==> src/rtl/mem_bus_arbiter.sv <==
// mem_bus_arbiter
//   Shares the single BRAM port between the RISC-V Processor (default
//   priority) and a secondary bus master (DMA / debug loader).
//
//   Build option: ARB_STARVE_EN
//     defined   : a starvation counter lets a waiting DMA steal one CPU slot
//                 once it has waited STARVE_LIMIT cycles. The colliding CPU
//                 access is held and replayed the following cycle, with the
//                 CPU stalled through cpu_rbusy / cpu_wbusy.
//     undefined : the DMA is strictly lowest priority. It is granted only on
//                 cycles with no CPU access, and the busy flags are tied low.
//
//   Ports
//     clk, resetn          clock, synchronous active-low reset
//     cpu_*                Processor side (addr, rstrb, wdata, wmask in;
//                          rdata, rbusy, wbusy out)
//     dma_*                secondary master (req, we, addr, wdata, wmask in;
//                          gnt, rvalid, rdata out)
//     mem_*                Memory side (addr, rstrb, wdata, wmask out;
//                          rdata in, valid the cycle after mem_rstrb)
//
//   Every driven output except the two rdata pass-throughs is forced to 0
//   while resetn is low.
module mem_bus_arbiter #(
  parameter int unsigned STARVE_LIMIT = 8
) (
  input  logic        clk,
  input  logic        resetn,
  input  logic [31:0] cpu_addr,
  input  logic        cpu_rstrb,
  input  logic [31:0] cpu_wdata,
  input  logic [3:0]  cpu_wmask,
  output logic [31:0] cpu_rdata,
  output logic        cpu_rbusy,
  output logic        cpu_wbusy,
  input  logic        dma_req,
  input  logic        dma_we,
  input  logic [31:0] dma_addr,
  input  logic [31:0] dma_wdata,
  input  logic [3:0]  dma_wmask,
  output logic        dma_gnt,
  output logic        dma_rvalid,
  output logic [31:0] dma_rdata,
  output logic [31:0] mem_addr,
  output logic        mem_rstrb,
  output logic [31:0] mem_wdata,
  output logic [3:0]  mem_wmask,
  input  logic [31:0] mem_rdata
);

  typedef enum logic [1:0] {
    SLOT_NONE,
    SLOT_CPU,
    SLOT_DMA,
    SLOT_REPLAY
  } slot_e;

  slot_e slot;
  logic  cpu_act;
  logic  dma_rd_q, dma_rd_d;

  assign cpu_act    = cpu_rstrb | (|cpu_wmask);
  assign cpu_rdata  = mem_rdata;
  assign dma_rdata  = mem_rdata;
  assign dma_rd_d   = (slot == SLOT_DMA) & ~dma_we;
  assign dma_rvalid = resetn & dma_rd_q;

`ifdef ARB_STARVE_EN
  localparam logic [7:0] LIMIT = 8'(STARVE_LIMIT);

  logic        replay_q, replay_d;
  logic [31:0] hold_addr_q, hold_addr_d;
  logic [31:0] hold_wdata_q, hold_wdata_d;
  logic [3:0]  hold_wmask_q, hold_wmask_d;
  logic        hold_is_read_q, hold_is_read_d;
  logic [7:0]  starve_cnt_q, starve_cnt_d;

  // A pending replay always wins; CPU inputs during that cycle are ignored
  // because the CPU is stalled and must not issue.
  always_comb begin
    slot = SLOT_CPU;
    if (!resetn) begin
      slot = SLOT_NONE;
    end else if (replay_q) begin
      slot = SLOT_REPLAY;
    end else if (dma_req && (!cpu_act || starve_cnt_q == LIMIT)) begin
      slot = SLOT_DMA;
    end
  end

  always_comb begin
    replay_d       = (slot == SLOT_DMA) & cpu_act;
    hold_addr_d    = hold_addr_q;
    hold_wdata_d   = hold_wdata_q;
    hold_wmask_d   = hold_wmask_q;
    hold_is_read_d = hold_is_read_q;
    if (replay_d) begin
      hold_addr_d    = cpu_addr;
      hold_wdata_d   = cpu_wdata;
      hold_wmask_d   = cpu_wmask;
      hold_is_read_d = cpu_rstrb;
    end

    if (!dma_req || slot == SLOT_DMA) begin
      starve_cnt_d = '0;
    end else if (starve_cnt_q == LIMIT) begin
      starve_cnt_d = starve_cnt_q;
    end else begin
      starve_cnt_d = starve_cnt_q + 8'd1;
    end
  end

  always_ff @(posedge clk) begin
    if (!resetn) begin
      replay_q       <= 1'b0;
      hold_addr_q    <= '0;
      hold_wdata_q   <= '0;
      hold_wmask_q   <= '0;
      hold_is_read_q <= 1'b0;
      starve_cnt_q   <= '0;
    end else begin
      replay_q       <= replay_d;
      hold_addr_q    <= hold_addr_d;
      hold_wdata_q   <= hold_wdata_d;
      hold_wmask_q   <= hold_wmask_d;
      hold_is_read_q <= hold_is_read_d;
      starve_cnt_q   <= starve_cnt_d;
    end
  end

  assign cpu_rbusy = resetn & replay_q & hold_is_read_q;
  assign cpu_wbusy = resetn & replay_q & ~hold_is_read_q;
`else
  // The limit only matters when the steal path is built in.
  logic [7:0] unused_limit;
  assign unused_limit = 8'(STARVE_LIMIT);

  always_comb begin
    slot = SLOT_CPU;
    if (!resetn) begin
      slot = SLOT_NONE;
    end else if (dma_req && !cpu_act) begin
      slot = SLOT_DMA;
    end
  end

  assign cpu_rbusy = 1'b0;
  assign cpu_wbusy = 1'b0;
`endif

  // Memory port mux. An idle CPU pass-through naturally drives rstrb/wmask 0.
  always_comb begin
    mem_addr  = '0;
    mem_wdata = '0;
    mem_rstrb = 1'b0;
    mem_wmask = '0;
    dma_gnt   = 1'b0;
    case (slot)
      SLOT_CPU: begin
        mem_addr  = cpu_addr;
        mem_wdata = cpu_wdata;
        mem_rstrb = cpu_rstrb;
        mem_wmask = cpu_wmask;
      end
      SLOT_DMA: begin
        dma_gnt   = 1'b1;
        mem_addr  = dma_addr;
        mem_wdata = dma_wdata;
        mem_rstrb = ~dma_we;
        mem_wmask = dma_we ? dma_wmask : 4'h0;
      end
`ifdef ARB_STARVE_EN
      SLOT_REPLAY: begin
        mem_addr  = hold_addr_q;
        mem_wdata = hold_wdata_q;
        mem_rstrb = hold_is_read_q;
        mem_wmask = hold_wmask_q;
      end
`endif
      default: ;
    endcase
  end

  always_ff @(posedge clk) begin
    if (!resetn) begin
      dma_rd_q <= 1'b0;
    end else begin
      dma_rd_q <= dma_rd_d;
    end
  end

endmodule

==> config.mk <==
export PLATFORM = sky130hd
export DESIGN_NAME = mem_bus_arbiter
export DESIGN_NICKNAME = d
export VERILOG_FILES = /design/src/rtl/mem_bus_arbiter.sv
export SDC_FILE = /design/constraint.sdc
export NUM_CORES = 1
export LEC_CHECK = 0
export CAP_MARGIN = 5
export CORE_AREA = 2 2 120 122
export DETAILED_ROUTE_END_ITERATION = 8
export DIE_AREA = 0 0 122 124
export HOLD_SLACK_MARGIN = 0.12
export PLACE_DENSITY = 0.56
export SLEW_MARGIN = 20
export SYNTH_ARGS = -nofsm -noshare
export SYNTH_HDL_FRONTEND = slang
export SYNTH_SLANG_ARGS = --single-unit
==> constraint.sdc <==
create_clock -name clk -period 2.55 [get_ports clk]
set_input_delay 0.51 -clock clk [delete_from_list [all_inputs] [get_ports clk]]
set_output_delay 0.51 -clock clk [all_outputs]
set_load 0.1 [all_outputs]
==> summary.md <==
| Metric | Value |
|---|---|
| Area delta synth->final | `192%` |
| Synth area leader | `mux2i_1` |
| Simple-gate share of the synthesized area | `27.7%` |
| Complex-gate fraction of the synthesized area | `2.37%` |
| Final Hold Fails | `0` |
| Grt ovf | `0` |
| Most frequent cells in the layout | `clkdlybuf4s50_1 (135), nand2_1 (129), buf_12 (86), mux2i_4 (64), buf_4 (9)` |
| Core area | `13700 um^2` |
| Worst min-delay path class | `input port to output pin` |
| Failing checks | `negative setup slack` |
| Fin crit period | `2.80 ns` |
| Drt first pass iters | `4` |
| Biggest regs | `dma_rd_q x1` |
| Layout cells sized above 1 | `39.9%` |
| Post-Syn Instances | `~300` |
| Sequential share of the synthesized area | `1.03%` |
| Multi-input logic area | `2090 um^2` |
| Post-synth EDFFs | `0` |
| Min setup slack post-route | `-0.248 ns` |
| Residual DRC count | `0` |
| DP HPWL | `8.89 mm` |
| Final Max Slew Viols | `0` |
| Synthesized area | `1950 um^2` |
| Final Wtd Congestion | `around 0.75` |
| Status | `finished, violations left` |
| IO Pins | `310` |
| Vias/cell | `3.92` |
| Initial Util | `14.2%` |
| Dpl cell area | `5470 um^2` |
| Design area | `5680 um^2` |
| WL/cell | `16.0 um` |
| Pwr Density | `around 220 nW/um^2` |
| Fraction of registers with async set/reset | `0%` |
| Crit path kind | `input port to output pin` |
| Chip height | `124 um` |
| Rows | `43` |
| Number of synthesized register bits | `1` |
| Total Wirelength | `10.2 mm` |
| Placed cells | `624` |
| Largest register FFs | `1` |
| Worst vdd ir | `between 0.08 and 0.09 mV` |
| Overall Global Routing Usage | `12.6%` |
| Reg area | `20.0 um^2` |
| Yosys top cell area share | `32.9%` |
| Final #Nets | `629` |
| Prevailing post-synth register cell | `dfxtp_1` |
| Adder-cell share of the synthesized area | `0%` |
| Initial antenna violation count | `0` |
| Number of I/O port buffers | `211` |
| Final worst-path cycle share | `110%` |
| Setup crit end kind | `output pin` |
| P_leak | `0.00207 uW` |
| Final setup violation count | `69` |
| First-pass GRT wire length | `15.0 mm` |
| Avg Synthesized Cell Area | `~6.6 um^2` |
| Synth top area cells | `mux2i_1 (33%), buf_4 (25%), nand2_1 (25%)` |
| Commonest non-fill, non-tap cell in the layout | `clkdlybuf4s50_1` |
| Filler Cells Inserted | `1301` |
| MaxCap Viol Count | `0` |
| Largest net degree at the start of global routing | `48` |
| Biggest register | `dma_rd_q` |
| Min-delay src | `mem_rdata[0]` |
| Main combinational cell family by area after synthesis | `buffers and inverters` |
| Synth Area in XOR/XNOR | `0%` |
| Post-synthesis mux area share | `32.9%` |
| Critical path required time | `approximately 2.0 ns` |
| Unique masters post-synth | `17` |
| Largest fanout on the critical path | `5` |
| Die area | `15100 um^2` |
| Antenna Nets Post-Route | `0` |
| WP data arrival | `around 2.3 ns` |
| First DRT Iteration DRCs | `47` |
| Die X-Extent | `about 120 um` |
| Number of global-route vias before repair | `~2600` |
| Kind of start point of the critical path | `input port` |
| RSZ-0062 raised after global routing | `true` |
| Final std cells w/o fill | `around 630` |
| FMAX | `between 300 and 400 MHz` |
| Launch point of the critical path | `cpu_rstrb` |
| Yosys warns | `0` |
| Vias | `2487` |
| Antenna cell count | `0` |
where the power goes:
part           leakage [uW]  total [uW]  internal [uW]  switching [uW]
clock                     0           0              0               0
combinational       0.00206        1260            551             709
sequential       0.00000806        16.0           16.0         0.00801
cell type report:
cell class | instances | share of cell area, %
Timing Repair Buffer | 245 | 58.9
Multi-Input combinational cell | 208 | 36.8
Sequential cell | 1 | 0.352
Tap cell | 180 | 3.96
cells by family after synthesis:
logic type / count (synthesis)
compound gates: 5
buf+inv: 89
flops: 1
mux: 64
other cells: 1
simple gates: 137
per-stage QoR:
step	setup slack (ns)	hold WS [ns]	utilization (%)	power, uW	setup TNS [ns]
finish	-0.248	1.02	41.4	1280	-13.13
global route	-0.321	1.02	41.4	1320	-17.60
CTS	-0.341	1.02	41.3	1290	-18.58
detailed placement	-0.612	1.02	39.8	1280	-38.38
global placement	-0.592	1.02	39.8	1260	-37.86
floorplan	-0.233	0.728	-	1200	-14.58
synth_stat cells, types with 3 or more instances:
cell type / n
buf_4: 66
nand2_1: 129
mux2i_1: 64
clkbuf_1: 15
and2_1: 4
buf_12: 6
a32o_1: 3
layer usage:
metal	wire length, um	global-route usage [%]	up-vias
met5	0	0	-
met2	5940	26.7	138
li1	-	-	1208
met1	3150	12.8	1125
met4	130	1.36	0
met3	940	2.47	16
final timing paths:
| path | cells past startpoint | end | slack (ns) |
|---|---|---|---|
| setup / recovery | 8 | mem_addr[16] | -0.25 |
| hold / removal | 0 | cpu_rdata[0] | 1.02 |
timing repair:
action	4_1_cts	5_1_grt
setup buffers	6	3
setup endpoints to repair	70	69
hold buffers	0	0
pin swaps	4	1
cloned	3	0
resized for setup	32	7
worst max-delay path, cell delays in order:
cell	delay (ns)
buf_6	0.09
or4b_4	0.55
nor3_4	0.24
buf_6	0.18
buf_12	0.12
buf_12	0.14
mux2i_4	0.25
buf_12	0.20
No activity file was read; power rests on OpenSTA's default activity.
